`src/rtl/a51_cipher_streamer_pkg.sv`:
```
// Shared types and constants for the A5/1 ciphertext-to-LCD streamer.
// Holds the FSM encoding, ASCII offsets and counter sizing helpers.
package a51_cipher_streamer_pkg;

  typedef enum logic [2:0] {
    S_IDLE    = 3'd0,
    S_COLLECT = 3'd1,
    S_XOR     = 3'd2,
    S_EMIT    = 3'd3,
    S_GAP     = 3'd4,
    S_DONE    = 3'd5
  } state_t;

  localparam logic [7:0] ASCII_ZERO       = 8'h30;
  localparam logic [7:0] ASCII_A_MINUS_10 = 8'h37;

  localparam int DEFAULT_DATA_WIDTH = 128;
  localparam int DEFAULT_NIBBLES    = DEFAULT_DATA_WIDTH / 4;

  // Bits needed to hold any value in 0..max_val (never less than one).
  function automatic int cnt_width(input int max_val);
    return (max_val < 1) ? 1 : $clog2(max_val + 1);
  endfunction

endpackage

```
`src/rtl/a51_cipher_streamer_hextoascii.sv`:
```
// Converts one hex nibble to its uppercase ASCII character.
module a51_cipher_streamer_hextoascii
  import a51_cipher_streamer_pkg::*;
(
  input  logic [3:0] nibble,
  output logic [7:0] ascii
);

  always_comb begin
    ascii = ASCII_ZERO + {4'd0, nibble};
    if (nibble > 4'd9) ascii = ASCII_A_MINUS_10 + {4'd0, nibble};
  end

endmodule

```
`src/rtl/a51_cipher_streamer.sv`:
```
// Packs the serial A5/1 keystream, XORs it with the message and streams
// the ciphertext to the LCD as hex ASCII, most-significant nibble first.
module a51_cipher_streamer
  import a51_cipher_streamer_pkg::*;
#(
  parameter int DATA_WIDTH = DEFAULT_DATA_WIDTH,
  parameter int GAP_CYCLES = 2
) (
  input  logic                  clk,
  input  logic                  reset,
  input  logic                  start,
  input  logic                  ks_bit,
  input  logic                  ks_valid,
  input  logic                  ks_done,
  input  logic [DATA_WIDTH-1:0] plaintext,
  input  logic                  lcd_ready,
  output logic [7:0]            lcd_data,
  output logic                  lcd_enable,
  output logic [DATA_WIDTH-1:0] ciphertext,
  output logic                  busy,
  output logic                  done,
  output logic                  underrun
);

  localparam int NIBBLES = DATA_WIDTH / 4;
  localparam int BIT_W   = cnt_width(DATA_WIDTH);
  localparam int NIB_W   = cnt_width(NIBBLES - 1);
  localparam int GAP_W   = cnt_width(GAP_CYCLES);

  localparam logic [BIT_W-1:0] LAST_BIT = BIT_W'(DATA_WIDTH - 1);
  localparam logic [NIB_W-1:0] LAST_NIB = NIB_W'(NIBBLES - 1);
  localparam logic [GAP_W-1:0] LAST_GAP = GAP_W'(GAP_CYCLES - 1);

  state_t                  state;
  logic [DATA_WIDTH-1:0]   sr;
  logic [BIT_W-1:0]        bit_cnt;
  logic [NIB_W-1:0]        nib_idx;
  logic [GAP_W-1:0]        gap_cnt;
  logic [3:0]              cur_nibble;
  logic [7:0]              cur_ascii;

  assign cur_nibble = ciphertext[(DATA_WIDTH - 1) - 4 * int'(nib_idx) -: 4];

  a51_cipher_streamer_hextoascii u_hex (
    .nibble (cur_nibble),
    .ascii  (cur_ascii)
  );

  always_ff @(posedge clk or posedge reset) begin
    if (reset) begin
      state      <= S_IDLE;
      sr         <= '0;
      bit_cnt    <= '0;
      nib_idx    <= '0;
      gap_cnt    <= '0;
      lcd_data   <= 8'h00;
      lcd_enable <= 1'b0;
      ciphertext <= '0;
      busy       <= 1'b0;
      done       <= 1'b0;
      underrun   <= 1'b0;
    end else begin
      lcd_enable <= 1'b0;
      case (state)
        S_IDLE, S_DONE: begin
          if (start) begin
            sr       <= '0;
            bit_cnt  <= '0;
            nib_idx  <= '0;
            gap_cnt  <= '0;
            done     <= 1'b0;
            underrun <= 1'b0;
            busy     <= 1'b1;
            state    <= S_COLLECT;
          end
        end
        S_COLLECT: begin
          // A bit arriving with ks_done is captured before the underrun test.
          if (ks_valid) begin
            sr      <= {sr[DATA_WIDTH-2:0], ks_bit};
            bit_cnt <= bit_cnt + BIT_W'(1);
            if (bit_cnt == LAST_BIT) begin
              state <= S_XOR;
            end else if (ks_done) begin
              underrun <= 1'b1;
              busy     <= 1'b0;
              state    <= S_IDLE;
            end
          end else if (ks_done) begin
            underrun <= 1'b1;
            busy     <= 1'b0;
            state    <= S_IDLE;
          end
        end
        S_XOR: begin
          ciphertext <= sr ^ plaintext;
          nib_idx    <= '0;
          state      <= S_EMIT;
        end
        S_EMIT: begin
          if (lcd_ready) begin
            lcd_data   <= cur_ascii;
            lcd_enable <= 1'b1;
            nib_idx    <= nib_idx + NIB_W'(1);
            if (nib_idx == LAST_NIB) begin
              done  <= 1'b1;
              busy  <= 1'b0;
              state <= S_DONE;
            end else if (GAP_CYCLES == 0) begin
              state <= S_EMIT;
            end else begin
              gap_cnt <= '0;
              state   <= S_GAP;
            end
          end
        end
        S_GAP: begin
          if (gap_cnt == LAST_GAP) state <= S_EMIT;
          else gap_cnt <= gap_cnt + GAP_W'(1);
        end
        default: begin
          busy  <= 1'b0;
          state <= S_IDLE;
        end
      endcase
    end
  end

endmodule

```
`config.mk`:
```
export PLATFORM = sky130hd
export DESIGN_NAME = a51_cipher_streamer
export DESIGN_NICKNAME = d
export VERILOG_FILES = /design/src/rtl/a51_cipher_streamer_pkg.sv /design/src/rtl/a51_cipher_streamer_hextoascii.sv /design/src/rtl/a51_cipher_streamer.sv
export SDC_FILE = /design/constraint.sdc
export NUM_CORES = 1
export LEC_CHECK = 0
export BUFFER_PORTS_ARGS = -buffer_cell sky130_fd_sc_hd__buf_2
export CORE_MARGIN = 8
export CORE_UTILIZATION = 25
export CTS_BUF_LIST = sky130_fd_sc_hd__clkbuf_4 sky130_fd_sc_hd__clkbuf_8
export DETAILED_ROUTE_END_ITERATION = 10
export PLACE_DENSITY = 0.46
export SLEW_MARGIN = 20
export SYNTH_ARGS = -nofsm -noshare
export SYNTH_HDL_FRONTEND = slang
export SYNTH_SLANG_ARGS = --single-unit
```
`constraint.sdc`:
```
create_clock -name clk -period 21.9 [get_ports clk]
set_clock_uncertainty 0.1 [all_clocks]
set_input_delay 2.19 -clock clk [delete_from_list [all_inputs] [get_ports clk]]
set_output_delay 2.19 -clock clk [all_outputs]
set_load 0.05 [all_outputs]
```
# Word level (Yosys, flattened, before mapping)
# Index checks and enable logic that the tools add are counted.
[word_totals]
register_bits = 286
input_bits = 135
elab_cells = 92
[classes]
n_addsub = 6
order_cmp = 1
n_eq_ne = 16
n_shift = 1
n_mux = 40
n_bitwise = 2
n_reduce_logical = 15
[ops]
columns = ["op", "count"]
rows = [
  ["128-bit 2-to-1 mux", 2],
  ["128-bit case mux with 2 select lines", 1],
  ["131-bit by 8-bit variable part select with 4-bit output", 1],
  ["128-bit bitwise XOR", 1],
  ["8-bit 2-to-1 mux", 3],
  ["3-bit 2-to-1 mux", 6],
  ["8-bit case mux with 2 select lines", 1],
  ["1-bit 2-to-1 mux", 15],
  ["3-bit case mux with 5 select lines", 1],
  ["5-bit case mux with 3 select lines", 1],
  ["6-bit by 4-bit adder with 7-bit output (first input constant)", 2],
  ["2-bit != test (second input constant)", 7],
  ["3-bit AND reduction", 4],
  ["5-bit 2-to-1 mux", 2],
  ["5-bit AND reduction", 2],
  ["8-bit by 1-bit adder with 8-bit output (second input constant)", 1],
  ["8-bit by 7-bit equality test with 1-bit output (second input constant)", 1],
  ["2-bit 2-to-1 mux", 4],
  ["7-bit by 7-bit subtractor with 8-bit output (first input constant)", 1],
  ["3-bit by 2-bit equality test with 1-bit output (second input constant)", 2],
  ["3-bit equality test (second input constant)", 2],
  ["2-bit case mux with 3 select lines", 1],
  ["3-bit nonzero test", 2],
  ["5-bit by 1-bit adder with 5-bit output (second input constant)", 1],
  ["14 further kinds", 17],
]

# Logic depth before layout (Yosys ltp)
[logic_depth]
ltp_word = 4
depth_mapped = 13
depth_no_buf = 10

# By module
# From an unflattened synthesis, not the netlist that was laid out.
[unflattened]
hier_cells = 1391
area_unflattened_um2 = 13401.6
[by_module_without_submodules]
columns = ["module", "instances", "cells_each", "area_each_um2"]
rows = [
  ["a51_cipher_streamer", 1, 1376, 13281.5],
  ["a51_cipher_streamer_hextoascii", 1, 15, 120.1],
]

# Least setup slack after synthesis
# Ideal clock, no wire load.
[synth_timing]
path_kind = "input to register"
start = "in start"
end = "reg bit_cnt[1]"
setup_ns = 0.066
arrival_ns = 3.548
path_slack_ns = 18.185
cell_stages = 7
path_cell_list = "mux2_2 > nand2_1 > a21o_1 > clkbuf_1 > clkbuf_1 > clkbuf_1 > a22o_1"
[synth_between]
elab_chain_cells = 2
[synth_lines]
columns = ["element", "line_no", "source"]
rows = [
  ["start, declared", "a51_cipher_streamer.sv:11", "input logic start,"],
  ["2-bit != test (no line)", "--", ""],
  ["3-bit AND reduction (no line)", "--", ""],
  ["end signal, assigned", "a51_cipher_streamer.sv:81", "bit_cnt <= bit_cnt + BIT_W'(1);"],
  ["end, declared", "a51_cipher_streamer.sv:36", "logic [BIT_W-1:0] bit_cnt;"],
]
# Every way passes these cells.
# A chain may end at the register's enable or synchronous reset.

# Worst setup path in the final report
[layout_timing]
start = "in start"
end = "reg sr[55]"
[layout_between]
elab_chain_cells = 2
[layout_lines]
columns = ["element", "line_no", "source"]
rows = [
  ["2-bit != test (no line)", "--", ""],
  ["3-bit AND reduction (no line)", "--", ""],
  ["end signal, assigned", "a51_cipher_streamer.sv:80", "sr <= {sr[DATA_WIDTH-2:0], ks_bit};"],
  ["end, declared", "a51_cipher_streamer.sv:35", "logic [DATA_WIDTH-1:0] sr;"],
]
# Every way passes these cells.

==> results by group <==
Status
  – Outcome: finished, final reports clean

Drt
  – DRT Pass-1 Iters: 4
  – Antenna-violating nets left: 0
  – Drt total wl: 40.8 mm
  – DR iter-0 viols: 525
  – DR WL/cell: 19.6 µm
  – DRC: 0
  – Via/cell ratio: 4.61
  – Via count: 9626

Pwr
  – Pwr/cell area: 150 nW/µm²
  – Power, Total: 0.00239 W
  – Max rail drop VDD: 0.0676 mV
  – Static leakage: 6.82 nW

Layout
  – Layout area overhead: 24.5%
  – Post-layout util: 31.2%
  – NumNets Final: 1510
  – Non-Filler Instances: 2087
  – Share of cells above drive strength 1: 29.9%

Timing
  – Fin Setup TNS: 0 ns
  – Final WS setup: 18.03 ns
  – Post-layout min period: 3.87 ns
  – Final worst-path cycle share: 17.7%
  – Final hold vios: 0
  – Max Clock Freq: 258 MHz
  – Final max-slew violation count: 0
  – Worst-margin pin slew: 0.958 ns
  – Setup violators final: 0
  – RSZ-0062 raised after global routing: false
  – Slew margin rel.: 36.2%

Floorplanning
  – Die ar.: 58700 µm²
  – Die span in y: 242 µm
  – Site row count: 83
  – I/O Pins: 275
  – Initial Utilization: 25.1%
  – Core Area: 51000 µm²
  – Die Wd: 242 µm

Global routing
  – Met3 Track Usage GR: 4.34%
  – Global-route met1 utilization: 18.4%
  – Routing usage on met2: 21.0%
  – GRT Residual Overflow: 0
  – GRT Total Usage: 13.6%
  – First-pass GRT wire length: 63.1 mm
  – Vias in the first global route: 10.1k
  – Initial antenna violation count: 3
  – Gr busiest metal: met2
  – Largest net degree at the start of global routing: 95

CTS
  – Clock transition at the registers of the reported paths: 0.06 ns
  – Clk buf depth: 3
  – Clk Tree Root Cell: clkbuf_8
  – CTS Sinks: 285
  – Hold Buf Count CTS: 0
  – Post_cts resized: 0
  – CTS tree: built
  – TritonCTS buffer count: 53
  – H-tree depth: 2
  – # Post-CTS Setup Buffers: 0
  – Worst skew pair latency: 0.60 ns

Synthesis
  – Mapped cell area: 12800 µm²
  – Ys flop type: dfrtp_1
  – Synth cell types: 57
  – Yosys warns: 0
  – Asr flop ratio synth: 100%
  – Yosys reg bits: 285
  – Register area share after synthesis: 55.7%
  – Post-synthesis net count: 1249
  – Number of synthesized flops with an enable pin: 0
  – Avg Cell Area, Syn: 11.5 µm²
  – Synth Instances: 1108

Worst setup path
  – R2R cell count: 10
  – Crit. End Element: flip-flop
  – Worst r2r src: nib_idx[1]
  – Largest fanout on the critical path: 73
  – Startpoint types: input port
  – Reg-to-reg slack, setup: 18.38 ns
  – Critical path data arrival time: 4.30 ns
  – Critical path startpoint: start
  – Worst endpoint required time: 22.32 ns
  – Setup Crit Path Kind: input port to flip-flop
  – CP Capture Point: sr[55]
  – R2r endpoint: lcd_data[1]

Flow run
  – Max Cap Viol: 0

Place
  – Pre-CTS setup slack: 17.18 ns
  – Gpl congestion: 0.746
  – Dpl hpwl: 29.0 mm
  – Port bufs: 273
  – Placed Cells: 1993

Min path
  – Worst hold path class: flip-flop to flip-flop
-- worst min path at each step --
stage,end,startpoint,cells after the start,slack (ns)
5_1_grt,lcd_data[2],lcd_data[2],1,0.41
6_report,gap_cnt[1],gap_cnt[1],2,0.38
2_1_floorplan,gap_cnt[1],gap_cnt[1],2,0.35
3_5_place_dp,gap_cnt[1],gap_cnt[1],2,0.37
3_3_place_gp,gap_cnt[1],gap_cnt[1],2,0.37
4_1_cts,gap_cnt[1],gap_cnt[1],2,0.38
-- flip-flops by register name, indices dropped and copies added (netlist names) --
register / flops
bit_cnt: 8
busy: 1
ciphertext: 128
done: 1
gap_cnt: 2
lcd_data: 7
lcd_enable: 1
nib_idx: 5
sr: 128
state: 3
underrun: 1
-- stage by stage --
stage | hold WS [ns] | instance area, µm²
floorplan | 0.350 | 12800
finish | 0.383 | 15900
detailed placement | 0.372 | 14800
global placement | 0.366 | 14800
CTS | 0.383 | 15900
global route | 0.410 | 15900
-- layer usage --
layer | wire, µm | vias up
met4 | 733 | 2
met2 | 18500 | 264
met3 | 2640 | 50
met1 | 18900 | 4817
met5 | 8 | -
li1 | - | 4493
-- cells in the final DEF, fill, tap and decap left out, types with 11 or more instances in the layout --
cell,count
mux2i_1,18
a22o_1,130
a21oi_1,135
buf_4,11
mux4_2,21
clkbuf_8,66
nand2b_1,12
dfrtp_1,283
clkbuf_4,15
nor2_1,148
xnor2_1,132
buf_2,273
o21ai_0,13
nand2_1,22
-- cells in the mapped netlist, drive strengths merged (6+ instances only) --
master,number,area share [%]
a21oi,135,5.3
ha,6,0.59
dfrtp,285,56
o21ai,13,0.51
nand2b,12,0.59
buf,20,1.0
nand2,22,0.65
o221ai,6,0.41
nor2b,9,0.44
nand3,7,0.27
clkbuf,59,1.7
xnor2,132,9.0
inv,6,0.18
mux4,22,3.9
nor2,149,4.4
a22o,130,8.9
mux2i,18,1.4
mux2,9,0.79
-- final cells by class --
cell class | count | area, µm²
fillers | 5309 | 35100
clock buffers | 81 | 1020
flip-flops and latches | 285 | 7130
well taps | 680 | 851
inverters | 6 | 30.0
diodes | 2 | 5.00
multi-input cells | 738 | 5300
repair buffers | 285 | 1480
clock inverters | 10 | 103
-- power breakdown --
part	internal (W)	switching (W)
registers	0.000656	0.000131
logic	0.000276	0.000780
clock network	0.000318	0.000227
total	0.00125	0.00114
-- kinds of logic (layout without fill, tap and decap cells) --
| logic type | Yosys count | after routing | share of synthesized area [%] |
|---|---|---|---|
| buf+inv | 85 | 382 | 2.95 |
| fa+ha+maj | 6 | 6 | 0.587 |
| simple gates | 224 | 224 | 7.68 |
| xor+xnor | 134 | 134 | 9.17 |
| compound gates | 324 | 324 | 17.7 |
| flops | 285 | 285 | 55.7 |
| other cells | 1 | 3 | 0.0293 |
| mux | 49 | 49 | 6.10 |
-- worst max-delay path, stage by stage --
cell     delay [ns]
buf_2          0.13
mux2_2         0.26
nand2_1        0.09
a21o_4         0.61
buf_4          0.64
a22o_1         0.26
Note: power is estimated with default switching activity, not from simulation.
